`src/rtl/biset_reply_collector.sv`:
```
// BiSet reply collector: tracks one outstanding BiSet request,
// captures the merged reply or a timeout, and counts stray replies.

package BiSet;
   localparam int BISET_REPLYLEN = 16;

   // MSB flags a valid reply, the low bits carry the payload.
   typedef logic [BISET_REPLYLEN-1:0] biSetReply;

   function automatic logic BiSetReplyValid(input biSetReply r);
      return r[BISET_REPLYLEN-1];
   endfunction
endpackage

module biset_reply_collector
   import BiSet::*;
#(
   parameter int TIMEOUT = 64,
   parameter int STRAY_W = 8
) (
   input  logic               clk_i,
   input  logic               reset_n_i,
   input  logic               cmd_valid_i,
   output logic               cmd_ready_o,
   output logic               issue_o,
   input  biSetReply          reply_i,
   output logic               rsp_valid_o,
   input  logic               rsp_ready_i,
   output biSetReply          rsp_o,
   output logic               rsp_timeout_o,
   output logic               busy_o,
   output logic [STRAY_W-1:0] stray_cnt_o
);

   localparam int CW = $clog2(TIMEOUT + 1);

   typedef enum logic [1:0] {
      IDLE = 2'd0,
      WAIT = 2'd1,
      HOLD = 2'd2
   } state_t;

   state_t             state_q;
   state_t             state_d;
   logic [CW-1:0]      cnt_q;
   logic [CW-1:0]      cnt_d;
   logic               issue_d;
   logic               rsp_valid_d;
   biSetReply          rsp_d;
   logic               tmo_d;
   logic               stray_inc;
   logic [STRAY_W-1:0] stray_d;
   logic               rvalid;

   assign rvalid      = BiSetReplyValid(reply_i);
   assign cmd_ready_o = (state_q == IDLE);

   // Next-state, response capture and stray detection.
   always_comb begin
      state_d     = state_q;
      cnt_d       = cnt_q;
      issue_d     = 1'b0;
      rsp_valid_d = rsp_valid_o;
      rsp_d       = rsp_o;
      tmo_d       = rsp_timeout_o;
      stray_inc   = 1'b0;
      unique case (state_q)
         IDLE: begin
            stray_inc = rvalid;
            if (cmd_valid_i) begin
               state_d = WAIT;
               issue_d = 1'b1;
               cnt_d   = '0;
            end
         end
         WAIT: begin
            if (rvalid) begin
               rsp_d       = reply_i;
               tmo_d       = 1'b0;
               rsp_valid_d = 1'b1;
               state_d     = HOLD;
            end else if (cnt_q == CW'(TIMEOUT - 1)) begin
               rsp_d       = '0;
               tmo_d       = 1'b1;
               rsp_valid_d = 1'b1;
               state_d     = HOLD;
            end else begin
               cnt_d = cnt_q + CW'(1);
            end
         end
         HOLD: begin
            stray_inc = rvalid;
            if (rsp_ready_i) begin
               rsp_valid_d = 1'b0;
               tmo_d       = 1'b0;
               state_d     = IDLE;
            end
         end
         default: begin
            state_d = IDLE;
         end
      endcase
   end

   // Saturating stray-reply count.
   always_comb begin
      stray_d = stray_cnt_o;
      if (stray_inc && !(&stray_cnt_o)) begin
         stray_d = stray_cnt_o + STRAY_W'(1);
      end
   end

   // State and registered outputs, synchronous active-low reset.
   always_ff @(posedge clk_i) begin
      if (!reset_n_i) begin
         state_q       <= IDLE;
         cnt_q         <= '0;
         issue_o       <= 1'b0;
         rsp_valid_o   <= 1'b0;
         rsp_o         <= '0;
         rsp_timeout_o <= 1'b0;
         busy_o        <= 1'b0;
         stray_cnt_o   <= '0;
      end else begin
         state_q       <= state_d;
         cnt_q         <= cnt_d;
         issue_o       <= issue_d;
         rsp_valid_o   <= rsp_valid_d;
         rsp_o         <= rsp_d;
         rsp_timeout_o <= tmo_d;
         busy_o        <= (state_d != IDLE);
         stray_cnt_o   <= stray_d;
      end
   end

endmodule

```
`config.mk`:
```
export PLATFORM = sky130hd
export DESIGN_NAME = biset_reply_collector
export DESIGN_NICKNAME = d
export VERILOG_FILES = /design/src/rtl/biset_reply_collector.sv
export SDC_FILE = /design/constraint.sdc
export NUM_CORES = 1
export LEC_CHECK = 0
export ABC_AREA = 0
export ABC_CLOCK_PERIOD_IN_PS = 2600
export CAP_MARGIN = 5
export CORE_UTILIZATION = 43
export CTS_BUF_LIST = sky130_fd_sc_hd__clkbuf_8 sky130_fd_sc_hd__clkbuf_16
export DETAILED_ROUTE_END_ITERATION = 16
export GPL_TIMING_DRIVEN = 1
export PLACE_DENSITY = 0.75
export SETUP_SLACK_MARGIN = 0.15
export SLEW_MARGIN = 10
export SYNTH_ARGS = -nofsm -noshare
export SYNTH_HDL_FRONTEND = slang
export SYNTH_SLANG_ARGS = --single-unit
```
`constraint.sdc`:
```
create_clock -name clk_i -period 2.6 [get_ports clk_i]
set_clock_uncertainty 0.2 [all_clocks]
set_input_delay 0.26 -clock clk_i [delete_from_list [all_inputs] [get_ports clk_i]]
set_output_delay 0.26 -clock clk_i [all_outputs]
set_load 0.005 [all_outputs]
```
# Word level (Yosys, flattened, before mapping)
# Index checks and enable logic that the tools add are counted.
op_classes:
  n_eq_ne: 8
  n_reduce_logical: 13
  n_addsub: 2
  muxes: 19
ops:
  columns: ["cell", "n"]
  rows:
  - ["two-way mux 16 bit", 2]
  - ["two-way mux 7 bit", 3]
  - ["one-hot mux 7 bit (2 select lines)", 1]
  - ["adder 8 x 1 -> 8 bit, second input constant", 1]
  - ["two-way mux 2 bit", 4]
  - ["inequality test 2 bit, second input constant", 4]
  - ["AND reduction 8 bit", 1]
  - ["nonzero test 2 bit", 4]
  - ["adder 7 x 1 -> 7 bit, second input constant", 1]
  - ["equality test 7 x 6 -> 1 bit, second input constant", 1]
  - ["two-way mux 1 bit", 6]
  - ["one-hot mux 2 bit (3 select lines)", 1]
  - ["one-hot mux 1 bit (2 select lines)", 2]
  - ["AND reduction 2 bit", 2]
  - ["AND reduction 4 bit", 1]
  - ["inequality test 3 bit, second input constant", 1]
  - ["AND reduction 3 bit", 1]
  - ["equality test 2 x 1 -> 1 bit, second input constant", 1]
  - ["equality test 2 bit, second input constant", 1]
  - ["logical NOT 2 bit", 1]
  - ["OR reduction 2 bit", 1]
  - ["logical AND 1 bit", 1]
  - ["logical NOT 1 bit", 1]
word_totals:
  register_bits: 37
  input_bits: 20

# Longest topological paths before layout
# Gate-level depths: netlist of run 1.
depth:
  depth_word: 5
  mapped_depth: 6
  mapped_depth_nobuf: 5

# Worst setup path after synthesis of run 1
# Ideal clock, no wire load.
synth_timing:
  path_kind: "flip-flop to flip-flop"
  startpoint: "register cnt_q[0]"
  endpoint: "register rsp_o[10]"
  setup_time_ps: 117
  stages_incl_launch_ff: 7
  setup_slack_ps: 806
  t_arrival_ps: 1477
  path_cell_list: "dfxtp_1 ha_1 nand3_4 o31ai_4 a21oi_4 buf_6 a22o_1"
synth_between:
  elab_chain_cells: 3
synth_lines:
  columns: ["item", "line_no", "rtl"]
  rows:
  - ["from (decl)", "45", "logic [CW-1:0] cnt_q;"]
  - ["from (signal assigned)", "126", "cnt_q <= cnt_d;"]
  - ["equality test 7 x 6 -> 1 bit", "82", "end else if (cnt_q == CW'(TIMEOUT - 1)) begin"]
  - ["nonzero test 2 bit (no source line)", null, null]
  - ["AND reduction 2 bit (no source line)", null, null]
  - ["to (signal assigned)", "129", "rsp_o <= rsp_d;"]
  - ["to (decl)", "29", "output biSetReply rsp_o,"]
# No other way between the ends.
# A chain may end at the register's enable or synchronous reset.

# Final worst setup path of run 1
layout_timing:
  startpoint: "register state_q[0]"
  endpoint: "output port cmd_ready_o"
layout_between:
  elab_chain_cells: 1
layout_lines:
  columns: ["item", "line_no", "rtl"]
  rows:
  - ["from (decl)", "43", "state_t state_q;"]
  - ["from (signal assigned)", "125", "state_q <= state_d;"]
  - ["logical NOT 2 bit", "56", "assign cmd_ready_o = (state_q == IDLE);"]
  - ["to (decl)", "24", "output logic cmd_ready_o,"]
# No other way between the ends.

==> reports/qor.txt, run 1 <==
Synthesized Nets: 174
GRT Residual Overflow: 0
Layout cell share with drive strength beyond 1: 8.29%
Initial Util: 45.5%
Crit path kind: register to primary output
Hold path cells: 1
Sequential standard cell area: 741 um^2
Synth Area in Compound Gates: 25.9%
Crit-path max FO: 13
Hold Fails Final Rpt: 0
Tot GR Track Use: 20.8%
Synth Area in Simple Gates: 18.0%
Sequential share of the synthesized area: 48.4%
Mean Syn Cell Area: 10.1 um^2
Final setup viols: 0
Final GP Congestion: 0.815
Hold path startpoint: rsp_o[15]
Arrival time at the worst endpoint: 1.62 ns
# IOs: 49
Bufs on Longest Clock Path: 2
DR vias/cell: 5.35
Multi-input gate area: 742 um^2
Post-CTS Resized: 0
Status: completed
WP data required: 2.14 ns
Minimum clock period: 2.08 ns
PwrDens: 582 mW/mm^2
Placed Instances: 243
Flop-to-flop setup slack: 0.53 ns
Initial DRC count: 56
Critical-path top delay cell: clkdlybuf4s50_1
Final wirelength: 3750 um
Clk_lat worst skew: 0.30 ns
Reg-to-reg endpoint: rsp_o[2]
Layout Utilization: 64.4%
Leak: 0.000785 uW
Largest family of logic cells by synthesized area: compound AO/OA/AOI/OAI gates
First-pass iteration count of the detailed router: 4
Vias: 1342
Antenna Cells: 0
Htree depth: 2
Area growth from synthesis to layout: 41.7%
Setup TNS: 0 ns
Post-synth top flop: dfxtp_1
Clock transition at path regs: 0.08 ns
Crit path cell chain: nor2_1, clkdlybuf4s50_1
Die height: 61.6 um
HP Class: register to register
Post-CTS Setup Inserts: 0
DP Wirelength: 2660 um
Xor/xnor share of the synthesized area: 2.29%
Core Area: 0.00336 mm^2
R2R cell count: 3
Worst rel slew slack: 36.7%
Root Driver: clkbuf_8
Synth top cells by count: dfxtp_1 (37), a22o_1 (15), nand2_1 (10), nor2_1 (10)
Max-cap viol count: 0
Vias in the first global route: 1240
CP endpoint kind: primary output
Std cell rows: 21
Filler cells: 293
Largest net degree at the start of global routing: 17
Mapped Cells: 152
Post-synthesis adder-cell area fraction: 1.64%
Most frequent cell after synthesis: dfxtp_1
Nets@finish: 226
Die width: 61.6 um
Max-slew violations: 0
DR WL/cell: 14.9 um
CP Launch Type: register
Detailed-route DRC error count: 0
Register bit total from synthesis: 37
Worst VDD drop: 0.000372 V
CTS tree: built
PortBufs: 48
Synth Cell Area: 0.00153 mm^2
RSZ-0062 raised after global routing: false
Synth top area cells: dfxtp_1 (48%), a22o_1 (8.6%), nand2_1 (2.5%)
Number of enable flip-flop cells after synthesis: 0
CTS buffer count: 5
Least-Margin Pin Slew: 0.945 ns
Detail Route Antenna Nets: 0
Initial antenna violation count: 0
Fraction of registers with async set/reset: 0%
Hold Buf Count CTS: 0
First-pass GRT wire length: 5690 um
CP peak stage delay: 0.56 ns
CP Launch Point: state_q[0]
Count of yosys warnings during synthesis: 0
Synth top area share: 48.4%
Min-Delay Endpoint: rsp_o[15]
Non-Filler Instances: 251
Post-synthesis mux area share: 0.655%
Cell taking the most area after synthesis: dfxtp_1
F_max: 0.482 GHz
Die area: 0.00380 mm^2
R2r startpoint: state_q[0]
Clock sinks: 37
Synth unique cells: 45
Tcrit/Tclk final: 79.8%
[metrics by stage]
step / hold slack [ns] / setup WS, ns / power, uW / area (um^2)
floorplan: 0.157 / 0.806 / 685 / 1530
global placement: 0.236 / 0.436 / 765 / 2050
detailed placement: 0.249 / 0.392 / 767 / 2050
CTS: 0.267 / 0.557 / 1270 / 2170
global route: 0.291 / 0.362 / 1310 / 2170
finish: 0.262 / 0.524 / 1260 / 2170
[worst max-delay path, delay by kind of cell (launching register included)]
kind,cells,cell delay (ns)
buffers and inverters,1,0.56
DFF,1,0.44
and+or+nand+nor,1,0.31
[layout by cell type (no fill, tap or decap), drive strengths merged, types with 4 or more instances in the layout]
| master | synthesis | final |
|---|---|---|
| inv | 4 | 4 |
| nor2 | 10 | 10 |
| nand2 | 10 | 10 |
| a22o | 15 | 15 |
| dfxtp | 37 | 37 |
| clkbuf | 2 | 5 |
| a21oi | 8 | 8 |
| clkdlybuf4s50 | 0 | 48 |
| o211ai | 5 | 5 |
| nand3 | 8 | 8 |
| o21ai | 5 | 5 |
[routing by layer]
| layer | global-route usage [%] | wire length (um) | up-vias |
|---|---|---|---|
| li1 | - | - | 674 |
| met1 | 25.1 | 1700 | 635 |
| met2 | 33.8 | 1820 | 28 |
| met3 | 7.77 | 178 | 5 |
| met4 | 7.62 | 48 | 0 |
| met5 | 0 | 0 | - |
[power breakdown]
part	internal [uW]	leakage (uW)	switching (uW)	total (uW)
registers	588	0.000301	18.3	606
logic	87.3	0.000430	63.4	151
clock network	287	0.0000543	218	505
[cell families (layout without fill, tap and decap cells)]
logic type	after synthesis	after routing
buffers and inverters	9	62
XOR/XNOR	4	4
multiplexers	1	1
adder cells (fa/ha/maj)	2	2
flip-flops	37	37
AO/OA/AOI/OAI	49	49
AND/OR/NAND/NOR	50	50
[state kept, by name, indices dropped and copies added, names as in the netlist]
signal / flops
busy_o: 1
cnt_q: 7
issue_o: 1
rsp_o: 16
rsp_timeout_o: 1
rsp_valid_o: 1
state_q: 2
stray_cnt_o: 8
[cell type report]
class | instances | area share [%]
Clock buffer | 5 | 3.18
Clock inverter | 3 | 2.14
Inverter | 4 | 0.693
Multi-Input combinational cell | 106 | 34.3
Sequential cell | 37 | 34.2
Tap cell | 46 | 2.66
Timing Repair Buffer | 50 | 22.9
[worst max-delay path by stage]
stage                   to  slack (ns)  depth (start not counted)
2_1_floorplan    rsp_o[10]        0.81                          6
5_1_grt           rsp_o[9]        0.36                          3
4_1_cts        cmd_ready_o        0.56                          2
3_3_place_gp      rsp_o[2]        0.44                          4
6_report       cmd_ready_o        0.52                          2
3_5_place_dp      rsp_o[4]        0.39                          4
Note: power is estimated with default switching activity, not from simulation.
==> run 2, diff against run 1 <==
--- a/config.mk
+++ b/config.mk
@@ -6,7 +6,7 @@
 export NUM_CORES = 1
 export LEC_CHECK = 0
 export ABC_AREA = 0
-export ABC_CLOCK_PERIOD_IN_PS = 2600
+export ABC_CLOCK_PERIOD_IN_PS = 2070
 export CAP_MARGIN = 5
 export CORE_UTILIZATION = 43
 export CTS_BUF_LIST = sky130_fd_sc_hd__clkbuf_8 sky130_fd_sc_hd__clkbuf_16
==> constraint.sdc (replaced) <==
create_clock -name clk_i -period 2.07 [get_ports clk_i]
set_clock_uncertainty 0.2 [all_clocks]
set_input_delay 0.207 -clock clk_i [delete_from_list [all_inputs] [get_ports clk_i]]
set_output_delay 0.207 -clock clk_i [all_outputs]
set_load 0.005 [all_outputs]
==> run 2 against run 1 <==
Net effect:
- utilization increased by 2.5 points
- non-clock buffer count increased by 8
- critical path depth increased by 5
- critical endpoint is now cnt_q[0]
- combinational power increased by 36%
- largest cell class unchanged
- critical path type is now register to register
- hold slack got worse by 0.0070 ns
==> reports/qor.txt, run 2 (same netlist as run 1, synthesis figures left out) <==
Crit-path max FO: 7
Htree depth: 2
Die area: 0.00380 mm^2
Final setup viols: 0
Die width: 61.6 um
Hold Fails Final Rpt: 0
Final Power: 1600 uW
Die height: 61.6 um
HP Class: register to register
Status: completed
Bufs on Longest Clock Path: 2
Biggest register: rsp_o
Placed cell areas: 0.00207 mm^2
Largest net degree at the start of global routing: 17
Arrival time at the worst endpoint: 1.88 ns
Least-Margin Pin Slew: 0.687 ns
Vias: 1407
Nets@finish: 235
Clk_lat worst skew: 0.30 ns
PortBufs: 48
Initial antenna violation count: 0
RSZ-0062 raised after global routing: true
Initial DRC count: 44
Final wirelength: 3790 um
Max-slew violations: 0
Most frequent cells in the layout: clkdlybuf4s50_1 (48), dfxtp_1 (35), a22o_1 (15), nand2_1 (10), buf_4 (10)
Detail Route Antenna Nets: 0
DR vias/cell: 5.41
DP Wirelength: 2660 um
Std cell rows: 21
Root Driver: clkbuf_8
Initial Util: 45.5%
Crit path kind: register to register
Vias in the first global route: 1302
Layout Utilization: 66.9%
First-pass GRT wire length: 5840 um
CTS tree: built
PwrDens: 712 mW/mm^2
Most common cell after layout, fill and taps aside: clkdlybuf4s50_1
Layout cell share with drive strength beyond 1: 14.0%
Clock sinks: 37
WP data required: 2.09 ns
CP Launch Type: register
Leak: 0.000826 uW
Worst VDD drop: 0.000476 V
Antenna Cells: 0
Detailed-route DRC error count: 0
Max-cap viol count: 0
First-pass iteration count of the detailed router: 4
F_max: 0.539 GHz
Core Area: 0.00336 mm^2
CTS buffer count: 5
Minimum clock period: 1.86 ns
DR WL/cell: 14.6 um
CP endpoint kind: register
Area growth from synthesis to layout: 47.1%
Biggest regs: rsp_o (16), stray_cnt_o (8), cnt_q (7)
Hold WS: 0.255 ns
Tcrit/Tclk final: 89.7%
Setup TNS: 0 ns
Final GP Congestion: 0.776
Max FFs per register: 16
Design Area, Final: 0.00225 mm^2
Tot GR Track Use: 21.2%
Clock transition at path regs: 0.08 ns
Worst rel slew slack: 54.1%
# IOs: 49
GRT Residual Overflow: 0
Hold Buf Count CTS: 0
-- run 2: cell count changes in the layout (fill, tap and decap cells not counted), sizes merged --
cell / before / now
a21oi: 8 / 9
buf: 2 / 10
-- run 2: cell type report --
| cell class | instances | area, um^2 |
|---|---|---|
| Fill cell | 277 | 1110 |
| Timing Repair Buffer | 58 | 556 |
| Multi-Input combinational cell | 107 | 763 |
| Clock inverter | 3 | 46.3 |
| Sequential cell | 37 | 743 |
| Clock buffer | 5 | 68.8 |
| Inverter | 4 | 15.0 |
| Tap cell | 46 | 57.6 |
-- run 2: final timing paths --
path | from | end | slack [ns] | depth (start not counted)
hold reg to reg | rsp_o[15] | rsp_o[15] | 0.25 | 1
setup reg to reg | cnt_q[0] | cnt_q[0] | 0.21 | 7
setup / recovery | cnt_q[0] | cnt_q[0] | 0.21 | 7
hold / removal | rsp_o[15] | rsp_o[15] | 0.25 | 1
-- run 2: where the power goes --
group	internal, uW	switching [uW]
registers	739	23.6
clock network	360	274
logic	120	85.0
total	1220	383
-- run 2: metrics by stage --
| step | cells | worst slack (ns) |
|---|---|---|
| floorplan | 152 | 0.276 |
| global route | 260 | 0.139 |
| CTS | 254 | 0.164 |
| global placement | 246 | 0.170 |
| detailed placement | 246 | 0.134 |
| finish | 260 | 0.213 |
-- run 2: metal layers --
metal  vias up  part of all wire [%]  GRT usage, %
met2        27                    50          35.6
met5         -                     0             0
met4         0                   1.3          6.67
li1        691                     -             -
met1       684                    45          26.1
met3         5                   3.9          6.30
-- run 2: worst max-delay path, cell delays in order, from the launching register on --
cell     delay (ns)
dfxtp_2        0.35
ha_2           0.21
nand3_4        0.14
o31ai_4        0.10
buf_4          0.16
buf_4          0.13
or3_1          0.33
a31oi_1        0.17
-- run 2: repair_timing --
action,4_1_cts,5_1_grt
pin swaps,1,1
gates cloned,0,1
buffers inserted,0,5
endpoints found under the setup margin,17,21
gates resized for setup,1,5
==> run 3, diff against run 2 <==
--- a/config.mk
+++ b/config.mk
@@ -5,10 +5,10 @@
 export SDC_FILE = /design/constraint.sdc
 export NUM_CORES = 1
 export LEC_CHECK = 0
-export ABC_AREA = 0
-export ABC_CLOCK_PERIOD_IN_PS = 2070
+export ABC_AREA = 1
+export ABC_CLOCK_PERIOD_IN_PS = 1500
 export CAP_MARGIN = 5
-export CORE_UTILIZATION = 43
+export CORE_UTILIZATION = 42
 export CTS_BUF_LIST = sky130_fd_sc_hd__clkbuf_8 sky130_fd_sc_hd__clkbuf_16
 export DETAILED_ROUTE_END_ITERATION = 16
 export GPL_TIMING_DRIVEN = 1
==> constraint.sdc (replaced) <==
create_clock -name clk_i -period 1.5 [get_ports clk_i]
set_clock_uncertainty 0.2 [all_clocks]
set_input_delay 0.15 -clock clk_i [delete_from_list [all_inputs] [get_ports clk_i]]
set_output_delay 0.15 -clock clk_i [all_outputs]
set_load 0.005 [all_outputs]
==> run 3 against run 2 <==
Net effect:
- the flow now finishes with violations (negative setup slack)
- die area increased by 13%
- clock-buffer cell count is 1 higher
- clock power is 54% higher
- area after synthesis increased by 11%
- synthesized cell count up 44%
- register-to-register slack worse by 0.22 ns
- largest cell class unchanged
- wire length is 24% higher
==> reports/qor.txt, run 3 <==
Count of yosys warnings during synthesis: 0
CTS tree: built
Clock sinks: 37
Biggest regs: rsp_o (16), stray_cnt_o (8), cnt_q (7)
Hold path cells: 3
Non-Filler Instances: 347
Final GP Congestion: 0.846
Critical-path top delay cell: dfxtp_2
Most frequent cells in the layout: nand2_1 (39), nand2_2 (27), dlygate4sd2_1 (26), buf_4 (24)
Die height: 65.6 um
DR vias/cell: 4.91
Die area: 0.00430 mm^2
# IOs: 49
Cell taking the most area after synthesis: dfxtp_1
Synth top area cells: dfxtp_1 (44%), nand2_1 (13%), a21oi_1 (6.2%)
Minimum clock period: 1.51 ns
CP endpoint kind: register
Final setup viols: 2
Crit path max-delay family: simple AND/OR/NAND/NOR gates
Tot GR Track Use: 22.0%
Layout cell share with drive strength beyond 1: 47.2%
Biggest register: rsp_o
Crit path kind: register to register
Min-Delay Endpoint: rsp_o[10]
Number of enable flip-flop cells after synthesis: 0
Worst path bufs/invs: 1
Die width: 65.6 um
RSZ-0062 raised after global routing: true
Clock transition at path regs: 0.08 ns
Hold WS: 0.217 ns
Arrival time at the worst endpoint: 1.48 ns
R2R cell count: 9
Std cell rows: 22
Post-synth top flop: dfxtp_1
DP Wirelength: 2790 um
Final worst slack: -0.00510 ns
Mean Syn Cell Area: 7.76 um^2
Core Area: 0.00377 mm^2
Failing checks: negative setup slack
Max FFs per register: 16
WP data required: 1.48 ns
Detailed-route DRC error count: 0
Vias in the first global route: 1643
Antenna Cells: 0
Clk_lat worst skew: 0.29 ns
Max-slew violations: 0
F_max: 0.664 GHz
Crit path cell chain: ha_4, nand2_4, nor2_4, nand2_4, nand2_4, nand2_4, clkbuf_16, nand2_1, a21oi_2
GRT Residual Overflow: 0
Initial DRC count: 36
Nets@finish: 320
Placed cell areas: 0.00237 mm^2
Filler cells: 259
R2r startpoint: cnt_q[0]
Synth Cell Area: 0.00170 mm^2
Initial antenna violation count: 0
Most common cell after layout, fill and taps aside: nand2_1
Final wirelength: 4710 um
Design Area, Final: 0.00283 mm^2
Worst VDD drop: 0.000758 V
HP Class: input pin to register
Synth unique cells: 27
Bufs on Longest Clock Path: 2
Initial Util: 45.1%
CP peak stage delay: 0.35 ns
DR WL/cell: 13.6 um
Final Power: 2470 uW
Mapped Cells: 219
Reg-to-reg endpoint: rsp_o[10]
Area growth from synthesis to layout: 66.5%
Htree depth: 2
Worst rel slew slack: 75.9%
PwrDens: 872 mW/mm^2
Most frequent cell after synthesis: nand2_1
Register bit total from synthesis: 37
Hold Fails Final Rpt: 0
First-pass iteration count of the detailed router: 4
Leak: 0.00126 uW
First-pass GRT wire length: 7150 um
Fraction of registers with async set/reset: 0%
CP Launch Type: register
Least-Margin Pin Slew: 0.360 ns
Crit-path max FO: 8
PortBufs: 48
Synth top cells by count: nand2_1 (59), dfxtp_1 (37), a21oi_1 (21), inv_1 (15), nand2_2 (15)
Tcrit/Tclk final: 100%
Status: finished, violations left
Vias: 1705
Placed Instances: 324
Most frequent cell on the critical path: nand2_4
Flop-to-flop setup slack: -0.005 ns
Largest net degree at the start of global routing: 21
Setup TNS: -0.00825 ns
Max-cap viol count: 0
Sequential share of the synthesized area: 43.6%
CTS buffer count: 5
Hold Buf Count CTS: 0
Synth top area share: 43.6%
Detail Route Antenna Nets: 0
Synthesized Nets: 241
Root Driver: clkbuf_8
Hold path startpoint: reply_i[10]
-- run 3: worst reg2reg max path: stages, from the launching register on --
cell and delay [ns]:
dfxtp_2 0.35, ha_4 0.16, nand2_4 0.05, nor2_4 0.11, nand2_4 0.09, nand2_4 0.07, nand2_4 0.07, clkbuf_16 0.18
nand2_1 0.07, a21oi_2 0.04
-- run 3: timing repair --
| action | in CTS | in global routing |
|---|---|---|
| cloned | 1 | 1 |
| pin swaps | 7 | 10 |
| endpoints found under the setup margin | 64 | 38 |
| resized for setup | 68 | 43 |
| setup buffers | 10 | 3 |
-- run 3: worst max-delay path by stage --
stage | from | end | slack [ns] | cells after the start
after CTS | cnt_q[1] | rsp_o[9] | -0.002 | 9
final | cnt_q[0] | rsp_o[10] | -0.005 | 9
after global placement | reply_i[15] | stray_cnt_o[4] | -0.08 | 7
after global routing | stray_cnt_o[0] | stray_cnt_o[2] | -0.06 | 9
after detailed placement | reply_i[15] | stray_cnt_o[4] | -0.14 | 7
after floorplan | cnt_q[1] | rsp_o[10] | 0.04 | 9
-- run 3: area by class of cell --
type                            instances  area, um^2  share of cell area [%]
Multi-Input combinational cell        156        1070                    37.9
Sequential cell                        37         777                    27.5
Timing Repair Buffer                   77         699                    24.7
Clock buffer                            6        93.8                    3.32
Inverter                               21        88.8                    3.14
Tap cell                               48        60.1                    2.12
Clock inverter                          2        38.8                    1.37
-- run 3: routing by layer --
metal / global-route usage, % / up-vias / part of all wire, % / wire [um]
li1: - / 858 / - / -
met1: 25.8 / 791 / 44 / 2050
met2: 36.2 / 54 / 50 / 2350
met3: 8.51 / 2 / 5.8 / 271
met4: 7.61 / 0 / 0.85 / 40
met5: 0 / - / 0 / 0
-- run 3: logic make-up (layout without fill, tap and decap cells) --
group | count (synthesis) | after routing | synth area share, %
XOR/XNOR | 6 | 6 | 3.09
buffers and inverters | 27 | 106 | 7.58
adder cells (fa/ha/maj) | 2 | 2 | 1.47
AO/OA/AOI/OAI | 38 | 38 | 13.5
flip-flops | 37 | 37 | 43.6
AND/OR/NAND/NOR | 109 | 110 | 30.7
-- run 3: per-stage QoR --
step,worst slack [ns],util (%)
CTS,-0.00217,70.1
global placement,-0.0826,62.9
finish,-0.00510,75.0
floorplan,0.0405,-
detailed placement,-0.142,62.9
global route,-0.0581,75.0
-- run 3: report_power, final --
| group | switching (uW) | leakage (uW) | total [uW] | internal, uW |
|---|---|---|---|---|
| sequential | 31.0 | 0.000311 | 1050 | 1020 |
| clock | 376 | 0.0000669 | 978 | 602 |
| combinational | 224 | 0.000884 | 435 | 210 |
